<file path="config.mk">
export PLATFORM = sky130hd
export DESIGN_NAME = gomoku_board_ctrl
export DESIGN_NICKNAME = d
export VERILOG_FILES = /design/src/rtl/gomoku_board_ctrl_pkg.sv /design/src/rtl/gomoku_line_scanner.sv /design/src/rtl/gomoku_board_ctrl.sv
export SDC_FILE = /design/constraint.sdc
export NUM_CORES = 1
export LEC_CHECK = 0
export CAP_MARGIN = 5
export CORE_AREA = 2 2 334 336
export CTS_CLUSTER_DIAMETER = 80
export DETAILED_ROUTE_END_ITERATION = 7
export DIE_AREA = 0 0 336 338
export SLEW_MARGIN = 25
export SYNTH_ARGS = -nofsm -noshare
export SYNTH_HDL_FRONTEND = slang
export SYNTH_SLANG_ARGS = --single-unit
</file>
<file path="constraint.sdc">
create_clock -name clk -period 11.3 [get_ports clk]
set_input_delay 1.13 -clock clk [delete_from_list [all_inputs] [get_ports clk]]
set_output_delay 1.13 -clock clk [all_outputs]
set_load 0.03 [all_outputs]
</file>
<file path="src/rtl/gomoku_board_ctrl_pkg.sv">
// Shared types and constants for the gomoku board controller and its line scanner.
package gomoku_board_ctrl_pkg;

    localparam int N_DEF       = 15;
    localparam int WIN_LEN_DEF = 5;

    typedef logic [1:0] cell_t;
    localparam cell_t EMPTY = 2'b00;
    localparam cell_t BLACK = 2'b01;
    localparam cell_t WHITE = 2'b10;

    typedef enum logic [1:0] {IDLE = 2'd0, SCAN = 2'd1, OVER = 2'd2} state_t;

    typedef struct packed {
        logic signed [1:0] dx;
        logic signed [1:0] dy;
    } dir_step_t;

    // d = 0..3 : horizontal, vertical, diagonal, anti-diagonal
    function automatic dir_step_t dir_step(input logic [1:0] d);
        dir_step_t s;
        case (d)
            2'd0:    begin s.dx = 2'b01; s.dy = 2'b00; end
            2'd1:    begin s.dx = 2'b00; s.dy = 2'b01; end
            2'd2:    begin s.dx = 2'b01; s.dy = 2'b01; end
            default: begin s.dx = 2'b01; s.dy = 2'b11; end
        endcase
        return s;
    endfunction

endpackage

</file>
<file path="src/rtl/gomoku_line_scanner.sv">
// Walks all four line directions through the last-placed stone, one board probe per
// cycle, and reports whether a run of WIN_LEN of the placed colour exists.
module gomoku_line_scanner
    import gomoku_board_ctrl_pkg::*;
#(
    parameter int N       = N_DEF,
    parameter int WIN_LEN = WIN_LEN_DEF,
    parameter int CW      = 4
) (
    input  logic          clk,
    input  logic          rst,
    input  logic          clr,
    input  logic          start,
    input  logic [CW-1:0] px,
    input  logic [CW-1:0] py,
    input  cell_t         colour,
    output logic [CW-1:0] probe_x,
    output logic [CW-1:0] probe_y,
    output logic          probe_ok,
    input  cell_t         probe_cell,
    output logic          done,
    output logic          win
);

    localparam int SW = (WIN_LEN > 2) ? $clog2(WIN_LEN - 1) : 1;
    localparam int RW = $clog2(WIN_LEN + 1);
    localparam logic signed [CW:0] NS   = (CW+1)'(N);
    localparam logic signed [CW:0] ZERO = '0;

    function automatic logic signed [CW:0] sext(input logic signed [1:0] v);
        return $signed({{(CW-1){v[1]}}, v});
    endfunction

    logic                 active;
    logic [1:0]           dir;
    logic                 side;
    logic [SW-1:0]        step;
    logic [RW-1:0]        run;
    logic                 blocked;
    logic signed [CW:0]   cx, cy, ox, oy;
    cell_t                col;

    dir_step_t            st_cur, st_nxt, st_first;
    logic signed [CW:0]   dx, dy, ndx, ndy;
    logic                 hit, last_step;

    always_comb begin
        st_cur   = dir_step(dir);
        st_nxt   = dir_step(dir + 2'd1);
        st_first = dir_step(2'd0);
        dx  = sext(st_cur.dx);
        dy  = sext(st_cur.dy);
        ndx = sext(st_nxt.dx);
        ndy = sext(st_nxt.dy);
    end

    // Coordinates may leave the board (or even wrap) once a side is blocked; the bounds
    // check gates every probe so nothing outside the grid is ever indexed.
    assign probe_ok  = active && (cx >= ZERO) && (cx < NS) && (cy >= ZERO) && (cy < NS);
    assign probe_x   = cx[CW-1:0];
    assign probe_y   = cy[CW-1:0];
    assign hit       = probe_ok && !blocked && (probe_cell == col);
    assign last_step = (step == SW'(WIN_LEN - 2));

    always_ff @(posedge clk) begin
        if (rst || clr) begin
            active  <= 1'b0;
            done    <= 1'b0;
            win     <= 1'b0;
            dir     <= '0;
            side    <= 1'b0;
            step    <= '0;
            run     <= '0;
            blocked <= 1'b0;
            cx      <= '0;
            cy      <= '0;
            ox      <= '0;
            oy      <= '0;
            col     <= EMPTY;
        end else if (start) begin
            active  <= 1'b1;
            done    <= 1'b0;
            win     <= 1'b0;
            dir     <= '0;
            side    <= 1'b0;
            step    <= '0;
            run     <= RW'(1);
            blocked <= 1'b0;
            ox      <= $signed({1'b0, px});
            oy      <= $signed({1'b0, py});
            cx      <= $signed({1'b0, px}) + sext(st_first.dx);
            cy      <= $signed({1'b0, py}) + sext(st_first.dy);
            col     <= colour;
        end else if (active) begin
            // Every side takes the full WIN_LEN-1 cycles so the scan length is fixed.
            if (hit)  run     <= run + RW'(1);
            if (!hit) blocked <= 1'b1;
            if (hit && run == RW'(WIN_LEN - 1)) begin
                active <= 1'b0;
                done   <= 1'b1;
                win    <= 1'b1;
            end else if (last_step) begin
                step    <= '0;
                blocked <= 1'b0;
                if (!side) begin
                    side <= 1'b1;
                    cx   <= ox - dx;
                    cy   <= oy - dy;
                end else begin
                    side <= 1'b0;
                    run  <= RW'(1);
                    dir  <= dir + 2'd1;
                    cx   <= ox + ndx;
                    cy   <= oy + ndy;
                    if (dir == 2'd3) begin
                        active <= 1'b0;
                        done   <= 1'b1;
                    end
                end
            end else begin
                step <= step + SW'(1);
                cx   <= side ? cx - dx : cx + dx;
                cy   <= side ? cy - dy : cy + dy;
            end
        end else begin
            done <= 1'b0;
        end
    end

endmodule

</file>
<file path="src/rtl/gomoku_board_ctrl.sv">
// Gomoku game-state controller: board storage, cursor, turn, placement and win/draw
// detection, plus a registered cell read port for the renderer.
module gomoku_board_ctrl
    import gomoku_board_ctrl_pkg::*;
#(
    parameter int N       = N_DEF,
    parameter int WIN_LEN = WIN_LEN_DEF,
    parameter int CW      = 4
) (
    input  logic          clk,
    input  logic          rst,
    input  logic          btn_up,
    input  logic          btn_down,
    input  logic          btn_left,
    input  logic          btn_right,
    input  logic          btn_place,
    input  logic          new_game,
    input  logic [CW-1:0] rd_x,
    input  logic [CW-1:0] rd_y,
    output logic [1:0]    rd_cell,
    output logic [CW-1:0] cursor_x,
    output logic [CW-1:0] cursor_y,
    output logic          turn,
    output logic          busy,
    output logic          game_over,
    output logic [1:0]    winner
);

    localparam int MCW = $clog2(N*N + 1);
    localparam logic [MCW-1:0] FULL = MCW'(N*N);
    localparam logic [CW-1:0]  MID  = CW'(N/2);
    localparam logic [CW-1:0]  MAXC = CW'(N-1);
    localparam logic [CW:0]    NB   = (CW+1)'(N);

    state_t         state, state_nxt;
    cell_t          board [N][N];
    logic [MCW-1:0] move_cnt;
    logic           clr;
    cell_t          cur_cell, place_col, probe_cell;
    logic           place_ok, move_en, turn_flip;
    logic [CW-1:0]  nx, ny;
    logic [CW-1:0]  probe_x, probe_y;
    logic           probe_ok, scan_done, scan_win;

    assign clr       = rst || new_game;
    assign cur_cell  = board[cursor_y][cursor_x];
    assign place_col = turn ? WHITE : BLACK;
    assign busy      = (state == SCAN);
    assign game_over = (state == OVER);

    always_comb begin
        state_nxt = state;
        place_ok  = 1'b0;
        move_en   = 1'b0;
        turn_flip = 1'b0;
        case (state)
            IDLE: begin
                // A place pulse swallows any simultaneous cursor moves.
                if (btn_place) begin
                    if (cur_cell == EMPTY) begin
                        place_ok  = 1'b1;
                        state_nxt = SCAN;
                    end
                end else begin
                    move_en = 1'b1;
                end
            end
            SCAN: begin
                if (scan_done) begin
                    if (scan_win || move_cnt == FULL) begin
                        state_nxt = OVER;
                    end else begin
                        state_nxt = IDLE;
                        turn_flip = 1'b1;
                    end
                end
            end
            OVER:    state_nxt = OVER;
            default: state_nxt = IDLE;
        endcase
    end

    always_comb begin
        nx = cursor_x;
        ny = cursor_y;
        if (move_en) begin
            if (btn_left && !btn_right && cursor_x != '0)       nx = cursor_x - CW'(1);
            else if (btn_right && !btn_left && cursor_x != MAXC) nx = cursor_x + CW'(1);
            if (btn_up && !btn_down && cursor_y != '0)          ny = cursor_y - CW'(1);
            else if (btn_down && !btn_up && cursor_y != MAXC)    ny = cursor_y + CW'(1);
        end
    end

    always_ff @(posedge clk) begin
        if (clr) begin
            state    <= IDLE;
            cursor_x <= MID;
            cursor_y <= MID;
            turn     <= 1'b0;
            winner   <= EMPTY;
            move_cnt <= '0;
        end else begin
            state    <= state_nxt;
            cursor_x <= nx;
            cursor_y <= ny;
            if (turn_flip) turn <= ~turn;
            if (place_ok)  move_cnt <= move_cnt + MCW'(1);
            if (state == SCAN && scan_done && scan_win) winner <= place_col;
        end
    end

    // Board: one write port (placement) and two independent read paths.
    always_ff @(posedge clk) begin
        if (clr) begin
            for (int y = 0; y < N; y++)
                for (int x = 0; x < N; x++)
                    board[y][x] <= EMPTY;
        end else if (place_ok) begin
            board[cursor_y][cursor_x] <= place_col;
        end
    end

    always_ff @(posedge clk) begin
        if (clr)
            rd_cell <= EMPTY;
        else if ({1'b0, rd_x} < NB && {1'b0, rd_y} < NB)
            rd_cell <= board[rd_y][rd_x];
        else
            rd_cell <= EMPTY;
    end

    assign probe_cell = probe_ok ? board[probe_y][probe_x] : EMPTY;

    gomoku_line_scanner #(.N(N), .WIN_LEN(WIN_LEN), .CW(CW)) u_scan (
        .clk        (clk),
        .rst        (rst),
        .clr        (new_game),
        .start      (place_ok),
        .px         (cursor_x),
        .py         (cursor_y),
        .colour     (place_col),
        .probe_x    (probe_x),
        .probe_y    (probe_y),
        .probe_ok   (probe_ok),
        .probe_cell (probe_cell),
        .done       (scan_done),
        .win        (scan_win)
    );

endmodule

</file>
==> impl_summary.md <==
Clock network
The clock-pin slew on the worst setup and hold paths is 0.06 ns. The post-CTS resize count is 0. The clock root buffer is clkbuf_16.

Hold repair after CTS inserted 0 buffers. The TritonCTS clock tree is yes. The count of buffers added by post-CTS timing repair for setup is 0. The maximum buffer depth of the clock tree is 3. The TritonCTS sink count is approximately 540. In this run, CTS created clock tree buffers numbering 59. The latest clock arrival within the worst-skew pair is 0.66 ns.

CTS built an H-tree with a depth of 2.

Pwr
The leakage power figure is 11.8 nW. The sequential group share of total power is 46.5%. Net switching is 25.9% of the power. The fraction of power consumed by the clock network is 41.7%. The power dissipated by switching net loads is 1.30 mW.

The maximum VDD drop is 109 uV. The share of power burned in combinational logic is about an eighth. Cell internal power was estimated by the tool at 3.73 mW. Dividing total power by cell area gives a power density of 138 nW/um2.

Logic synthesis
After synthesis the netlist holds a flip-flop and latch count of 543. The number of enable flip-flop cells after synthesis is 480. The post-synthesis cell area is 32800 um2. The dominant register cell in the synthesized netlist is edfxtp_1. In this run the mean area of a mapped cell was 11.4 um2.

For this run, asynchronously set or reset flops after synthesis account for 0%. The share of the yosys chip area belonging to registers is 47.7%. During synthesis, Yosys emitted a total of 0 warnings. By area the synthesized netlist is led by edfxtp_1, mux4_2, nor2_1.

The number of unique standard cell types used by synthesis is 73. The largest total area in the synthesized netlist belongs to edfxtp_1. The synthesized netlist net count is 2936.

The cell count after synthesis came out at 2880. After synthesis, the largest area contributor takes up 43.9% of total cell area.

Global routing
The number of global-route vias before repair is 25200. Entering global routing, the biggest net connects 149 pins. Global routing consumed, over all layers together, a little over a fifth of the routing resources. The initial antenna violation count is 5. The global route total overflow is 0. The wire length of the first global-routing pass is 179000 um.

Critical path
The kind of end point of the critical path is a flip-flop. The cell depth of the worst flop-to-flop path is 13. Data arrives at the worst endpoint at between 6 and 7 ns.

The worst setup path is of the flip-flop to flip-flop kind. For the worst setup path, the data required time is 11.60 ns. STA classifies the critical path startpoint as a flip-flop. The biggest fanout along the worst timing path is 48.

Floorplan
In this run the standard cell core region covers approximately 110000 um2. The die is 336 um wide. 31 I/O pins were placed. From bottom edge to top edge, the die measures between 300 and 400 um. The effective utilization at floorplan is about 30%.

The area of the die is ~110000 um2. The placement row count is 122.

Routing
Wires add up to between 100000 and 150000 um. The number of detailed-routing iterations run before antenna repair is 8. The number of DRC violations after detailed-routing iteration 0 is between 4000 and 5000.

In the routed design, unresolved DRC markers number 0. The final antenna-violating net count is 0. After detailed routing, the average wire length per cell comes to just under 30 um. The routed via count is 26400. In the routed layout, each cell is associated on average with a via count of between 6 and 7.

Layout
The post-layout instance area is 36500 um2. The final layout contains between 2000 and 3000 nets. The final cell count without fillers is approximately 4300. Compared with the post-synthesis result, the final layout area differs by 11.2%. The number of fill cells is 10900. The multi-input combinational cells in the finished layout cover a total of 15800 um2. The fraction of final layout cells with drive strength greater than 1 is 18.3%. The area taken by flip-flops and latches is between 15000 and 20000 um2.

Run
Across the run, the number of max-cap violations was 0.

Placement
Including well taps, the total number of placed cells is roughly 4200. The routability-driven placement congestion ratio is ~0.98. The count of input and output buffers is 30. Summing all placed instances gives a cell area of 34400 um2. Once detailed placement completed, the half-perimeter wirelength came to about 79000 um.

Hold path
The type of the tightest min-delay check is flip-flop to flip-flop. In this run the most critical hold path is launched from u_scan.step[1]. The worst hold path was traced through 2 stages.

STA
The transition time of the tightest slew-check pin is 1.20 ns. In the final timing run, aggregate negative setup slack is 0 ns. The clock period minus final worst setup slack is about 6.3 ns. The setup skew after layout is 0.0235 ns.

Setup violations remaining at the end of the flow were counted as 0. The max-slew violation count is 0. Setup repair after global routing left no endpoint under its margin.

The worst path uses 55.7% of the clock period. The number of failing hold endpoints at the final stage is 0. Measured against its own limit, the worst slew margin works out to 19.9%.

The upper clock frequency limit is 0.159 GHz.

Status
The run finished with clean final reports.
worst paths after layout:
| check | to | slack, ns |
|---|---|---|
| max | board[1][3] | 5.00 |
| min | u_scan.step[1] | 0.49 |
| max reg2reg | board[1][3] | 5.00 |
| min reg2reg | u_scan.step[1] | 0.49 |
placed cells by master (no fill, tap or decap), types with 27 or more instances in the layout:
| master | netlist | final |
|---|---|---|
| nor3_1 | 117 | 117 |
| mux2i_1 | 97 | 97 |
| inv_1 | 34 | 34 |
| o21ai_0 | 193 | 193 |
| ha_1 | 34 | 34 |
| mux4_2 | 280 | 280 |
| o21ai_1 | 67 | 67 |
| dfxtp_1 | 63 | 55 |
| buf_4 | 12 | 76 |
| clkbuf_16 | 0 | 60 |
| a211oi_1 | 27 | 27 |
| nand3_1 | 41 | 27 |
| edfxtp_1 | 480 | 480 |
| a21oi_1 | 122 | 122 |
| nand2_1 | 97 | 97 |
| nor2_1 | 623 | 622 |
area by class of cell:
cell class,instances,share of cell area [%]
diodes,7,0.0480
clock buffers,72,4.37
clock inverters,40,1.29
inverters,41,0.422
multi-input cells,2001,43.3
flip-flops and latches,543,43.0
well taps,1488,5.10
repair buffers,107,2.43
registers in the layout, summed over array words and instances (netlist names), named ones only:
register	flops
board	480
move_cnt	8
u_scan.cx	5
u_scan.cy	5
cursor_x	4
cursor_y	4
u_scan.ox	4
u_scan.oy	4
u_scan.run	3
rd_cell	2
state	2
u_scan.col	2
u_scan.dir	2
u_scan.step	2
winner	2
turn	1
u_scan.active	1
u_scan.blocked	1
u_scan.done	1
u_scan.side	1
u_scan.win	1
power by group through the flow:
| stage | Combinational, mW | Sequential (mW) | Clock, mW |
|---|---|---|---|
| floorplan | 0.423 | 2.33 | 0 |
| global placement | 0.575 | 2.38 | 0 |
| detailed placement | 0.581 | 2.38 | 0 |
| CTS | 0.583 | 2.34 | 2.10 |
| global route | 0.622 | 2.35 | 2.17 |
| finish | 0.598 | 2.34 | 2.10 |
logic make-up (layout without fill, tap and decap cells):
family | Yosys count | in the layout | share of synthesized area (%)
adders and majority gates | 40 | 40 | 1.66
buffers and inverters | 336 | 260 | 4.33
xor gates and xnor gates | 28 | 28 | 0.747
other | 0 | 7 | 0
and+or+nand+nor | 1002 | 1002 | 13.2
AOI/OAI and AO/OA | 543 | 543 | 9.80
DFF | 543 | 543 | 47.7
muxes | 388 | 388 | 22.5
Yosys cell counts (all sizes together), types with 12 or more instances:
master,n
nor2,623
edfxtp,480
mux4,280
o21ai,260
clkbuf,193
a21oi,123
nor3,117
buf,102
mux2i,97
nand2,97
dfxtp,63
nand3,48
inv,37
ha,34
a211oi,27
nand4,26
nor2b,25
or3,18
a22oi,16
o311ai,16
xor2,16
o211ai,13
a21o,12
xnor2,12
worst max-delay path, stage by stage, from the launching register on:
cell and delay (ns):
dfxtp_4 0.64, buf_4 0.68, mux2i_1 0.30, nor2_1 0.07, a2111oi_0 0.60, a2111oi_0 0.17, nor4bb_1 0.53, nand3_1 0.22
nor4_4 0.27, buf_4 0.47, and2_1 0.20, buf_4 0.34, nand3_2 0.74, o21ai_0 0.62
layer usage:
layer / track usage [%] / vias up / part of all wire, %
met4: 14.8 / 2 / 7.8
met3: 6.65 / 530 / 13
met5: 0 / - / 0.015
li1: - / 10700 / -
met2: 32.9 / 1981 / 44
met1: 26.8 / 13100 / 35
metrics by stage:
step                hold WS, ns  setup slack [ns]  total power [mW]  util (%)
CTS                       0.494              5.19              5.02      33.2
global placement          0.467              5.28              2.95      31.3
detailed placement        0.486              5.17              2.96      31.3
finish                    0.489              5.00              5.04      33.2
global route              0.526              4.86              5.14      33.2
floorplan                 0.454              7.19              2.76         -
(Power assumes the default switching activity.)
